### src/rtl/paddle_cmd_master_if.sv
// rtl/paddle_cmd_master_if.sv - paddle command link between button master and pong core
interface paddle_cmd_master_if;
  logic [31:0] dataa;   // command word: [9] player, [8:0] y
  logic        CLK_EN;  // command strobe, core latches dataa on its rising edge
  logic [31:0] result;  // score word from the core

  modport master (output dataa, output CLK_EN, input result);
  modport slave  (input dataa, input CLK_EN, output result);
endinterface

### src/rtl/paddle_cmd_master.sv
// rtl/paddle_cmd_master.sv - button-to-paddle command issuer for the pong core (option: PADDLE_ACCEL_EN)
module paddle_cmd_master #(
  parameter int STEP_DIV    = 500000,
  parameter int STEP_PX     = 2,
  parameter int Y_MAX       = 400,
  parameter int Y_INIT      = 200,
  parameter int GAP_CYC     = 4,
  parameter int ACCEL_TICKS = 8
) (
  input  logic                CLK,
  input  logic                i_rst,
  input  logic                btn_up1,
  input  logic                btn_dn1,
  input  logic                btn_up2,
  input  logic                btn_dn2,
  paddle_cmd_master_if.master link,
  output logic                game_over,
  output logic                busy
);

  localparam int CNT_W = (STEP_DIV > 1) ? $clog2(STEP_DIV) : 1;
  localparam int GAP_W = $clog2(GAP_CYC + 1);

  typedef enum logic [1:0] {IDLE, SETUP, PULSE, GAP} state_t;

  state_t           state, state_nx;
  logic [CNT_W-1:0] tick_cnt;
  logic             tick;
  logic             move;
  logic [GAP_W-1:0] gap_cnt;
  logic [8:0]       y1, y2, y1_nx, y2_nx;
  logic             pend1, pend2;
  logic             last_p;   // player of the most recently issued command
  logic             sel_p;    // player to be issued on the next SETUP entry
  logic             start;    // entering SETUP this cycle
  logic [9:0]       step1, step2;

  // Saturating move of one paddle; both or neither button leaves it in place
  function automatic logic [8:0] next_y(input logic [8:0] y, input logic up, input logic dn,
                                        input logic [9:0] step);
    logic [9:0] wide;
    wide = {1'b0, y};
    if (up && !dn) begin
      wide = (wide < step) ? 10'd0 : wide - step;
    end else if (dn && !up) begin
      wide = wide + step;
      if (wide > 10'(Y_MAX)) wide = 10'(Y_MAX);
    end
    return wide[8:0];
  endfunction

  assign tick  = (tick_cnt == CNT_W'(STEP_DIV - 1));
  assign move  = tick && !game_over;
  assign y1_nx = next_y(y1, btn_up1, btn_dn1, step1);
  assign y2_nx = next_y(y2, btn_up2, btn_dn2, step2);
  assign busy  = (state != IDLE);

`ifdef PADDLE_ACCEL_EN
  localparam int HOLD_W = $clog2(ACCEL_TICKS + 1);

  logic [HOLD_W-1:0] hold1, hold2;
  logic              dir1, dir2;  // direction of the current hold, 1 = down
  logic              unused_ok;

  assign step1     = (hold1 >= HOLD_W'(ACCEL_TICKS)) ? 10'(2 * STEP_PX) : 10'(STEP_PX);
  assign step2     = (hold2 >= HOLD_W'(ACCEL_TICKS)) ? 10'(2 * STEP_PX) : 10'(STEP_PX);
  assign unused_ok = ^link.result[31:4];

  // Count consecutive ticks with a single, unchanged direction held per player
  always_ff @(posedge CLK or posedge i_rst) begin
    if (i_rst) begin
      hold1 <= '0;
      hold2 <= '0;
      dir1  <= 1'b0;
      dir2  <= 1'b0;
    end else if (move) begin
      if (btn_up1 ^ btn_dn1) begin
        dir1 <= btn_dn1;
        if (hold1 != '0 && dir1 == btn_dn1) begin
          if (hold1 != HOLD_W'(ACCEL_TICKS)) hold1 <= hold1 + 1'b1;
        end else begin
          hold1 <= HOLD_W'(1);
        end
      end else begin
        hold1 <= '0;
      end
      if (btn_up2 ^ btn_dn2) begin
        dir2 <= btn_dn2;
        if (hold2 != '0 && dir2 == btn_dn2) begin
          if (hold2 != HOLD_W'(ACCEL_TICKS)) hold2 <= hold2 + 1'b1;
        end else begin
          hold2 <= HOLD_W'(1);
        end
      end else begin
        hold2 <= '0;
      end
    end
  end
`else
  logic unused_ok;

  assign step1     = 10'(STEP_PX);
  assign step2     = 10'(STEP_PX);
  assign unused_ok = ^{link.result[31:4], (ACCEL_TICKS > 0)};
`endif

  // Movement tick divider
  always_ff @(posedge CLK or posedge i_rst) begin
    if (i_rst) tick_cnt <= '0;
    else       tick_cnt <= tick ? '0 : tick_cnt + 1'b1;
  end

  // Game over is sticky until reset so play stays frozen at the final score
  always_ff @(posedge CLK or posedge i_rst) begin
    if (i_rst) game_over <= 1'b0;
    else if (link.result[1:0] == 2'b11 || link.result[3:2] == 2'b11) game_over <= 1'b1;
  end

  // Next state and issue selection; alternate players only when both wait behind a command
  always_comb begin
    state_nx = state;
    sel_p    = (pend1 && pend2) ? ((state == GAP) ? !last_p : 1'b0) : pend2;
    case (state)
      IDLE:    if (!game_over && (pend1 || pend2)) state_nx = SETUP;
      SETUP:   state_nx = PULSE;
      PULSE:   state_nx = GAP;
      GAP:     if (gap_cnt == GAP_W'(GAP_CYC - 1))
                 state_nx = (!game_over && (pend1 || pend2)) ? SETUP : IDLE;
      default: state_nx = IDLE;
    endcase
    start = (state_nx == SETUP) && (state != SETUP);
  end

  // State register and link outputs; dataa is loaded on SETUP entry so it leads the strobe
  always_ff @(posedge CLK or posedge i_rst) begin
    if (i_rst) begin
      state       <= IDLE;
      gap_cnt     <= '0;
      last_p      <= 1'b1;
      link.dataa  <= '0;
      link.CLK_EN <= 1'b0;
    end else begin
      state       <= state_nx;
      link.CLK_EN <= (state_nx == PULSE);
      gap_cnt     <= (state == GAP) ? gap_cnt + 1'b1 : '0;
      if (start) begin
        link.dataa <= {22'b0, sel_p, sel_p ? y2 : y1};
        last_p     <= sel_p;
      end
    end
  end

  // Paddle positions and pending flags; a tick setting pend overrides a same-cycle clear
  always_ff @(posedge CLK or posedge i_rst) begin
    if (i_rst) begin
      y1    <= 9'(Y_INIT);
      y2    <= 9'(Y_INIT);
      pend1 <= 1'b1;
      pend2 <= 1'b1;
    end else begin
      if (start && !sel_p) pend1 <= 1'b0;
      if (start && sel_p)  pend2 <= 1'b0;
      if (move) begin
        y1 <= y1_nx;
        y2 <= y2_nx;
        if (y1_nx != y1) pend1 <= 1'b1;
        if (y2_nx != y2) pend2 <= 1'b1;
      end
    end
  end

endmodule

### src/flat_wrapper.sv
// flat-port wrapper written by rule: the top's interface ports become plain ports
module paddle_cmd_master_flat 
#(
  parameter int STEP_DIV    = 500000,
  parameter int STEP_PX     = 2,
  parameter int Y_MAX       = 400,
  parameter int Y_INIT      = 200,
  parameter int GAP_CYC     = 4,
  parameter int ACCEL_TICKS = 8
)
  (CLK, i_rst, btn_up1, btn_dn1, btn_up2, btn_dn2, game_over, busy, link_dataa, link_CLK_EN, link_result);
  paddle_cmd_master_if link_i ();
  input  logic CLK;
  input  logic i_rst;
  input  logic btn_up1;
  input  logic btn_dn1;
  input  logic btn_up2;
  input  logic btn_dn2;
  output logic game_over;
  output logic busy;
  output wire logic [$bits(link_i.dataa)-1:0] link_dataa;
  output wire logic [$bits(link_i.CLK_EN)-1:0] link_CLK_EN;
  input wire logic [$bits(link_i.result)-1:0] link_result;
  assign link_dataa = link_i.dataa;
  assign link_CLK_EN = link_i.CLK_EN;
  assign link_i.result = link_result;
  paddle_cmd_master #(.STEP_DIV(STEP_DIV), .STEP_PX(STEP_PX), .Y_MAX(Y_MAX), .Y_INIT(Y_INIT), .GAP_CYC(GAP_CYC), .ACCEL_TICKS(ACCEL_TICKS)) u_core (.CLK(CLK), .i_rst(i_rst), .btn_up1(btn_up1), .btn_dn1(btn_dn1), .btn_up2(btn_up2), .btn_dn2(btn_dn2), .link(link_i), .game_over(game_over), .busy(busy));
endmodule
### config.mk
export PLATFORM = sky130hd
export DESIGN_NAME = paddle_cmd_master_flat
export DESIGN_NICKNAME = d
export VERILOG_FILES = /design/src/rtl/paddle_cmd_master_if.sv /design/src/rtl/paddle_cmd_master.sv /design/src/flat_wrapper.sv
export SDC_FILE = /design/constraint.sdc
export NUM_CORES = 1
export LEC_CHECK = 0
export CORE_MARGIN = 4
export CORE_UTILIZATION = 40
export CTS_CLUSTER_SIZE = 14
export DETAILED_ROUTE_END_ITERATION = 16
export PLACE_DENSITY = 0.68
export SLEW_MARGIN = 5
export SYNTH_ARGS = -nofsm -noshare
export SYNTH_HDL_FRONTEND = slang
export SYNTH_SLANG_ARGS = --single-unit
### constraint.sdc
create_clock -name CLK -period 3.6 [get_ports CLK]
set_input_delay 0.72 -clock CLK [delete_from_list [all_inputs] [get_ports CLK]]
set_output_delay 0.72 -clock CLK [all_outputs]
set_load 0.02 [all_outputs]
==> results of run 1 <==
## flip-flops by register name, summed over array words and instances (netlist names)
signal,cells
u_core.tick_cnt,19
u_core.link.dataa,10
u_core.state,2
u_core.link.CLK_EN,1
u_core.pend2,1
u_core.pend1,1
u_core.last_p,1
u_core.y1,9
u_core.y2,9
u_core.gap_cnt,3
u_core.game_over,1
## cells in the final DEF, fill, tap and decap left out, types with 6 or more instances in the layout
master	Yosys	routed
xor2_1	6	6
clkdlybuf4s50_1	0	22
clkbuf_8	0	11
inv_1	20	19
o21ai_0	29	29
mux2i_1	11	11
and3_1	9	9
nor2_1	43	43
nor2b_1	6	6
nor4_1	9	9
nand2_1	48	48
o31ai_1	6	6
nor3_1	11	11
nand3_1	19	19
dfrtp_1	48	48
xnor2_1	13	13
conb_1	1	22
nand2b_1	7	7
a31oi_1	14	14
a21oi_1	27	27
dfstp_2	9	9
ha_1	7	7
## layout make-up
| type | count | share of cell area (%) |
|---|---|---|
| clock buffer | 11 | 3.39 |
| clock inverter | 5 | 0.898 |
| multi-input combinational | 375 | 51.8 |
| inverter | 20 | 1.68 |
| sequential | 57 | 32.2 |
| tap | 133 | 3.73 |
| timing repair buffer | 28 | 6.23 |
## worst max path at each step
stage | startpoint | end | cells after the start
2_1_floorplan | u_core.y1[1] | u_core.y1[4] | 10
3_3_place_gp | btn_up2 | u_core.pend2 | 8
3_5_place_dp | btn_up2 | u_core.pend2 | 8
4_1_cts | u_core.y1[1] | u_core.y1[8] | 9
5_1_grt | u_core.y1[1] | u_core.y1[4] | 9
6_report | u_core.y1[1] | u_core.y1[8] | 9
## worst max-delay path, cell delays in order, from the launching register on
cell     delay [ns]
dfrtp_1        0.53
inv_1          0.14
ha_1           0.36
or3b_1         0.38
or4_1          0.40
a31o_1         0.26
a21oi_4        0.22
o21ai_0        0.20
o21ai_0        0.22
a22oi_1        0.11
## metal layers
layer / GRT usage, % / routed length, um / vias up
met5: 0 / 0 / -
met4: 8.12 / 221 / 0
met3: 3.16 / 508 / 24
met2: 27.0 / 4480 / 118
met1: 22.3 / 4300 / 1725
li1: - / - / 1717
## power groups by stage
stage               clock network [uW]  logic, uW  registers (uW)
CTS                                579        258             729
detailed placement                   0        257             740
global placement                     0        254             738
floorplan                            0        159             758
finish                             563        255             728
global route                       606        289             736
## stage by stage
step                total power, uW  hold slack [ns]  cell area [um^2]  std cells  utilization (%)
floorplan                       916            0.408              4110        502                -
detailed placement              997            0.426              4270        613             43.7
global route                   1630            0.482              4460        629             45.6
CTS                            1570            0.435              4460        629             45.6
finish                         1550            0.429              4460        629             45.6
global placement                992            0.420              4270        613             43.7
## kinds of logic (layout without fill, tap and decap cells)
logic type | count (synthesis) | after routing | synth area share, %
AO/OA/AOI/OAI | 126 | 126 | 21.8
XOR/XNOR | 19 | 19 | 4.13
adder cells (fa/ha/maj) | 7 | 7 | 2.17
buffers and inverters | 70 | 64 | 8.91
flip-flops | 57 | 57 | 35.7
multiplexers | 11 | 11 | 2.73
other | 1 | 22 | 0.0930
AND/OR/NAND/NOR | 190 | 190 | 24.5
==> run_results.csv, run 1 <==
group,metric,value,unit
outcome,outcome,"complete, no violations",
worst_setup_path,crit_arrival,3.16,ns
synth,synth_seq_cells,57,
synth,yosysWarnings,0,
worst_setup_path,rr_worst_depth,9,
die,die_area,11700,um^2
detailed_routing,routedWlPerCell,15.1,um
layout,syn_to_final_growth,10.7,%
clocking,cts_resized,0,
timing,relSlewSlack,50.9,%
power_and_ir_drop,power_density,347,nW/um^2
synth,syn_area,4030,um^2
power_and_ir_drop,swShare,29.5,%
layout,fillers,952,
worst_setup_path,endpoint_kind,"register",
die,io_pins,73,
clocking,cts_tree,"done",
timing,maxSlewViolCount,0,
timing,clock-skew-final,0.0111,ns
run,maxCapViolations,0,
clocking,clk_latency,0.34,ns
synth,synth_ff_type,"dfrtp_1",
layout,multi_input_area,2310,um^2
worst_setup_path,crit_path_start_kind,"register",
power_and_ir_drop,seqPwrFrac,47.1,%
detailed_routing,ant_nets,0,
clocking,numCtsBuffers,9,
global_routing,grt.total_usage,17.0,%
synth,syn-instance-count,481,
clocking,clk_path_buf_depth,2,
detailed_routing,routed_via_density,5.70,
worst_setup_path,path_max_fanout,10,
timing,worst_pin_slew,0.730,ns
synth,seq_area_frac_synth,35.7,%
detailed_routing,wl,9510,um
global_routing,grt_pass1_vias,3443,
synth,synth_common_cells,"dfrtp_1 (48), nand2_1 (48), nor2_1 (43), o21ai_0 (29), a21oi_1 (27)",
power_and_ir_drop,clkPwrFrac,36.4,%
layout,layout.nets,536,
clocking,path_clk_slew,0.08,ns
layout,regArea,1440,um^2
timing,clock.fmax,338,MHz
synth,ys_types,71,
clocking,holdBufCountCts,0,
worst_setup_path,r2r_start,"u_core.y1[1]",
place,dp_hpwl,6750,um
timing,fin_setup_tns,0,ns
place,portBuffers,22,
worst_hold_path,min_path_cells,1,
place,gp_congestion,0.972,
die,num_rows,36,
timing,rsz0062_at_grt,"false",
die,start_util,41.2,%
detailed_routing,drt_iter0_drc,269,
detailed_routing,drc,0,
power_and_ir_drop,p_int,1090,uW
clocking,htreeDepth,3,
power_and_ir_drop,leakage,0.00177,uW
clocking,cts.sinks,57,
synth,syn_avg_cell_area,8.38,um^2
synth,async_flop_share,100,%
synth,ys_top_cells_by_area,"dfrtp_1 (30%), dfstp_2 (5.9%), nand2_1 (4.5%)",
worst_hold_path,hold_class,"reg2reg",
worst_setup_path,path_class,"reg2reg",
die,core,9770,um^2
power_and_ir_drop,p_sw,456,uW
global_routing,grt.overflow.total,0,
global_routing,grt_pass1_wl,16100,um
synth,yosysTopAreaCell,"dfrtp_1",
global_routing,grt_antenna_before_repair,0,
layout,drive_above_1_share,9.68,%
timing,hold_viol_final,0,
worst_hold_path,whs_endpoint,"u_core.gap_cnt[0]",
global_routing,grt_max_degree,30,
synth,synth_edf_count,0,
synth,synth_top_area_share,29.8,%
power_and_ir_drop,vdd_drop_max,0.000159,V
place,pre_cts_ws,0.676,ns
worst_setup_path,reg2reg_to,"u_core.y1[8]",
die,die_w,108,um
timing,period_share,82.2,%
worst_setup_path,reg2reg_setup_slack,0.64,ns
timing,min_period,2.96,ns
worst_setup_path,critPathRequiredTime,3.80,ns
clocking,root_buffer,"clkbuf_8",
detailed_routing,vias,3584,
die,die_h,108,um
detailed_routing,drt-pass1-iter-count,5,
clocking,post-cts-setup-buffers,0,
power_and_ir_drop,comb_power_share,16.5,%
layout,diodes,0,
worst_hold_path,min_from,"u_core.gap_cnt[0]",
timing,fin_ws,0.640,ns
timing,final-setup-viol-count,0,
(Power assumes the default switching activity.)
==> run 2, diff against run 1 <==
==> constraint.sdc (replaced) <==
create_clock -name CLK -period 2.9 [get_ports CLK]
set_input_delay 0.58 -clock CLK [delete_from_list [all_inputs] [get_ports CLK]]
set_output_delay 0.58 -clock CLK [all_outputs]
set_load 0.02 [all_outputs]
==> run_results.csv, run 2 (synthesized netlist as in run 1, its figures left out) <==
group,metric,value,unit
outcome,outcome,"complete, no violations",
global_routing,grt_pass1_vias,3450,
global_routing,gr-usage-met3,3.88,%
layout,regArea,1440,um^2
clocking,holdBufCountCts,0,
worst_setup_path,endpoint_kind,"register",
layout,largest_register,"u_core.tick_cnt",
global_routing,grt_pass1_wl,16500,um
layout,diodes,0,
power_and_ir_drop,power_density,417,nW/um^2
clocking,clk_path_buf_depth,2,
layout,drive_above_1_share,12.3,%
clocking,cts.sinks,57,
place,dp_hpwl,6970,um
timing,clock.fmax,372,MHz
layout,reg_top3,"u_core.tick_cnt: 19 flops, u_core.link.dataa: 10 flops",
place,portBuffers,22,
detailed_routing,ant_nets,0,
global_routing,busiest_layer,"met2",
layout,fillers,960,
detailed_routing,drc,0,
clocking,root_buffer,"clkbuf_8",
power_and_ir_drop,seqPwrFrac,47.6,%
timing,hold_viol_final,0,
global_routing,grt_antenna_before_repair,0,
place,gp_congestion,0.913,
place,dp_cells,628,
worst_setup_path,crit_arrival,2.95,ns
worst_setup_path,crit_path_start_kind,"register",
detailed_routing,drt_iter0_drc,271,
die,start_util,41.2,%
global_routing,grt_max_degree,58,
power_and_ir_drop,swShare,30.8,%
power_and_ir_drop,p_sw,583,uW
clocking,cts_resized,0,
timing,hold-worst-slack,0.436,ns
layout,final_cell_mix,"nand2_1 (48), dfrtp_1 (48), nor2_1 (43), o21ai_0 (29), a21oi_1 (27)",
power_and_ir_drop,p_int,1310,uW
layout,final_cells,644,
timing,final-setup-viol-count,0,
detailed_routing,routedWlPerCell,15.0,um
power_and_ir_drop,vdd_drop_max,0.000197,V
worst_setup_path,critPathRequiredTime,3.16,ns
die,die_h,108,um
global_routing,grt.overflow.total,0,
timing,rsz0062_at_grt,"false",
clocking,clk_latency,0.35,ns
timing,worst_pin_slew,0.705,ns
clocking,post-cts-setup-buffers,0,
detailed_routing,wl,9670,um
timing,maxSlewViolCount,0,
detailed_routing,vias,3604,
power_and_ir_drop,leakage,0.00183,uW
timing,clock-skew-final,0.00672,ns
timing,min_period,2.69,ns
clocking,numCtsBuffers,9,
worst_hold_path,hold_class,"reg2reg",
power_and_ir_drop,clkPwrFrac,35.6,%
place,pre_cts_ws,0.241,ns
layout,multi_input_area,2310,um^2
detailed_routing,routed_via_density,5.60,
timing,fin_setup_tns,0,ns
die,num_rows,36,
die,io_pins,73,
layout,post-route-cell-area,4550,um^2
layout,largest_reg_flops,19,
global_routing,use_met1,23.1,%
clocking,htreeDepth,3,
layout,layout.nets,551,
detailed_routing,drt-pass1-iter-count,5,
place,placed_area,4370,um^2
die,die_w,108,um
die,core,9770,um^2
worst_setup_path,path_class,"reg2reg",
timing,relSlewSlack,53.0,%
run,maxCapViolations,0,
worst_setup_path,path_max_fanout,12,
clocking,path_clk_slew,0.07,ns
timing,fin_ws,0.209,ns
clocking,cts_tree,"done",
layout,syn_to_final_growth,12.9,%
global_routing,use_met2,27.2,%
die,die_area,11700,um^2
global_routing,grt.total_usage,17.4,%
timing,period_share,92.8,%
power_and_ir_drop,comb_power_share,16.8,%
[run 2: cell count changes in the layout (fill, tap and decap cells not counted)]
cell        change
buf_4          +16
clkbuf_8        -2
inv_6           +2
buf_12          -1
clkinv_2        +1
clkinvlp_4      -1
[run 2: power by group through the flow]
stage	Combinational [uW]	Sequential (uW)	Clock [uW]
after global placement	319	915	0
after CTS	324	903	695
after global routing	357	910	739
final	319	902	674
after detailed placement	322	917	0
after floorplan	197	941	0
[run 2: per-layer routing]
metal,up-vias,wire [um],share of wire [%]
met1,1722,4370,45
met3,21,544,5.6
met2,116,4520,47
met4,0,238,2.5
met5,-,0,0
li1,1745,-,-
[run 2: metrics by stage]
step                      util, %  total power (uW)
after global placement       44.7              1230
after floorplan                 -              1140
after global routing         46.5              2010
after detailed placement     44.7              1240
after CTS                    46.5              1920
final                        46.5              1900
[run 2: worst paths after layout]
check,from,to,slack (ns),cells after the start
setup / recovery,u_core.y2[1],u_core.pend2,0.21,8
hold / removal,u_core.gap_cnt[0],u_core.gap_cnt[0],0.44,1
setup reg to reg,u_core.y2[1],u_core.pend2,0.21,8
hold reg to reg,u_core.gap_cnt[0],u_core.gap_cnt[0],0.44,1
max in group asynchronous,i_rst,u_core.link.dataa[5],1.68,3
min in group asynchronous,i_rst,u_core.link.CLK_EN,0.76,3
[run 2: worst max-delay path: stages, from the launching register on]
cell and delay [ns]:
dfrtp_1 0.48, ha_1 0.44, nor2b_1 0.20, mux2i_1 0.10
a221oi_2 0.38, o211ai_1 0.24, and3_1 0.25, o41ai_2 0.37
a31oi_1 0.13
[run 2: cell type report]
| class | instances | share of cell area, % |
|---|---|---|
| clock inverters | 7 | 1.21 |
| flip-flops and latches | 57 | 31.6 |
| repair buffers | 43 | 8.31 |
| well taps | 133 | 3.66 |
| clock buffers | 9 | 2.72 |
| multi-input cells | 375 | 50.8 |
| inverters | 20 | 1.65 |
==> run 3, diff against run 2 <==
--- a/config.mk
+++ b/config.mk
@@ -6,10 +6,10 @@
 export NUM_CORES = 1
 export LEC_CHECK = 0
 export CORE_MARGIN = 4
-export CORE_UTILIZATION = 40
+export CORE_UTILIZATION = 53
 export CTS_CLUSTER_SIZE = 14
 export DETAILED_ROUTE_END_ITERATION = 16
-export PLACE_DENSITY = 0.68
+export PLACE_DENSITY = 0.85
 export SLEW_MARGIN = 5
 export SYNTH_ARGS = -nofsm -noshare
 export SYNTH_HDL_FRONTEND = slang
==> constraint.sdc (replaced) <==
create_clock -name CLK -period 2.9 [get_ports CLK]
set_input_delay 0.58 -clock CLK [delete_from_list [all_inputs] [get_ports CLK]]
set_output_delay 0.58 -clock CLK [all_outputs]
set_load 0.05 [all_outputs]
==> run_results.csv, run 3 (synthesized netlist as in run 1, its figures left out) <==
group,metric,value,unit
timing,fin_setup_tns,0,ns
outcome,outcome,"complete, no violations",
detailed_routing,routed_via_density,6.18,
worst_setup_path,path_class,"reg2reg",
clocking,numCtsBuffers,9,
timing,worst_pin_slew,0.573,ns
detailed_routing,routedWlPerCell,16.3,um
global_routing,grt_max_degree,33,
detailed_routing,drt-pass1-iter-count,6,
clocking,cts_resized,0,
timing,clock-skew-final,0.0106,ns
global_routing,grt_pass1_vias,3505,
worst_setup_path,rr_worst_depth,9,
worst_setup_path,worst_path_max_delay_cell,"or4_1",
global_routing,grt.total_usage,23.4,%
worst_setup_path,crit_path_start_kind,"register",
detailed_routing,top_layer_used,"met4",
worst_setup_path,max_stage_delay,0.40,ns
worst_hold_path,min_path_cells,1,
clocking,htreeDepth,3,
detailed_routing,wl,10000,um
worst_setup_path,crit_arrival,2.90,ns
worst_setup_path,path_depth,9,
power_and_ir_drop,swShare,32.0,%
timing,hold_viol_final,0,
worst_hold_path,whs_endpoint,"u_core.gap_cnt[0]",
timing,relSlewSlack,61.6,%
run,maxCapViolations,0,
power_and_ir_drop,seqPwrFrac,43.3,%
worst_setup_path,critPathTopFamily,"compound AO/OA/AOI/OAI gates",
worst_setup_path,reg2reg_to,"u_core.y1[4]",
layout,reg_top3,"u_core.tick_cnt: 19 flops, u_core.link.dataa: 10 flops",
timing,rsz0062_at_grt,"false",
global_routing,grt_antenna_before_repair,0,
timing,maxSlewViolCount,0,
place,gp_congestion,0.946,
die,die_w,95.2,um
clocking,path_clk_slew,0.06,ns
clocking,cts.sinks,57,
power_and_ir_drop,comb_power_share,20.9,%
layout,final_cell_mix,"nand2_1 (48), dfrtp_1 (48), nor2_1 (43), o21ai_0 (29), a21oi_1 (27)",
layout,drive_above_1_share,12.6,%
worst_hold_path,min_from,"u_core.gap_cnt[0]",
timing,hold-worst-slack,0.431,ns
layout,fin_util,62.2,%
layout,largest_register,"u_core.tick_cnt",
timing,fin_ws,0.211,ns
worst_setup_path,critPathRequiredTime,3.11,ns
worst_setup_path,path_max_fanout,6,
worst_setup_path,endpoint_kind,"register",
clocking,holdBufCountCts,0,
layout,largest_reg_flops,19,
power_and_ir_drop,p_sw,665,uW
power_and_ir_drop,vdd_drop_max,0.000269,V
die,die_area,9060,um^2
worst_setup_path,path_common_cell,"o21ai_0",
layout,layout.nets,554,
place,pre_cts_ws,0.265,ns
worst_setup_path,r2r_start,"u_core.y1[1]",
global_routing,grt_pass1_wl,16800,um
power_and_ir_drop,power_density,457,nW/um^2
clocking,root_buffer,"clkbuf_8",
timing,period_share,92.7,%
place,dp_cells,597,
layout,final_cells,613,
detailed_routing,drc,0,
clocking,clk_latency,0.34,ns
timing,clock.fmax,372,MHz
place,portBuffers,22,
power_and_ir_drop,p_int,1420,uW
die,die_h,95.2,um
worst_setup_path,path_cells,"inv_1, ha_1, or3b_1, or4_1, a31o_1, a21oi_4, o21ai_0, o21ai_0, a22oi_1",
worst_hold_path,hold_class,"reg2reg",
detailed_routing,route.met3.wl,717,um
detailed_routing,drt_iter0_drc,278,
die,io_pins,73,
timing,final-setup-viol-count,0,
global_routing,grt.overflow.total,0,
die,num_rows,31,
layout,syn_to_final_growth,13.1,%
power_and_ir_drop,leakage,0.00186,uW
worst_setup_path,path_buf_inv,1,
detailed_routing,vias,3790,
clocking,post-cts-setup-buffers,0,
power_and_ir_drop,clkPwrFrac,35.8,%
die,core,7330,um^2
worst_setup_path,reg2reg_setup_slack,0.21,ns
place,dp_hpwl,7220,um
detailed_routing,met2WireLength,4880,um
timing,min_period,2.69,ns
die,start_util,55.0,%
layout,diodes,0,
detailed_routing,ant_nets,0,
detailed_routing,wl_met1,4150,um
clocking,clk_path_buf_depth,2,
clocking,cts_tree,"done",
==> run 3: cell count changes in the layout (fill, tap and decap cells not counted) <==
cell	change
clkinv_2	+1
bufinv_16	+1
buf_12	+1
inv_6	-2
clkbuf_8	+1
buf_4	+2
clkinv_4	-2
clkbuf_1	+1
==> run 3: final cells by class <==
| type | instances | area (um^2) |
|---|---|---|
| clock inverters | 5 | 55.1 |
| well taps | 99 | 124 |
| fillers | 590 | 2770 |
| multi-input cells | 375 | 2310 |
| repair buffers | 46 | 413 |
| clock buffers | 11 | 141 |
| inverters | 20 | 75.1 |
| flip-flops and latches | 57 | 1440 |
==> run 3: metrics by stage <==
stage	power, uW	area (um^2)
6_report	2080	4560
3_3_place_gp	1340	4360
2_1_floorplan	1250	4110
5_1_grt	2170	4560
3_5_place_dp	1350	4360
4_1_cts	2090	4560
==> run 3: power groups by stage <==
stage | clock (uW) | combinational [uW] | sequential (uW)
5_1_grt | 791 | 469 | 910
4_1_cts | 753 | 438 | 902
3_5_place_dp | 0 | 435 | 917
2_1_floorplan | 0 | 239 | 1010
3_3_place_gp | 0 | 429 | 913
6_report | 744 | 435 | 902
==> run 3: worst max path at each step <==
stage,startpoint,endpoint,slack [ns]
2_1_floorplan,u_core.y1[1],u_core.y1[4],0.35
3_3_place_gp,u_core.y1[2],u_core.y1[8],0.35
3_5_place_dp,u_core.y1[2],u_core.y1[8],0.27
4_1_cts,u_core.y1[2],u_core.y1[8],0.25
5_1_grt,u_core.y1[1],u_core.y1[8],0.003
6_report,u_core.y1[1],u_core.y1[4],0.21
==> run 3: routing by layer <==
layer  track usage [%]  up-vias
met5                 0        -
met4              8.89        0
met3              3.55       29
met2              39.5      169
met1              30.2     1830
li1                  -     1762
==> run 3: worst register-to-register path, delay by kind of cell (launching register included) <==
kind | cells | cell delay, ns
compound gates | 5 | 1.00
fa+ha+maj | 1 | 0.29
buf+inv | 1 | 0.12
flops | 1 | 0.37
simple gates | 2 | 0.78
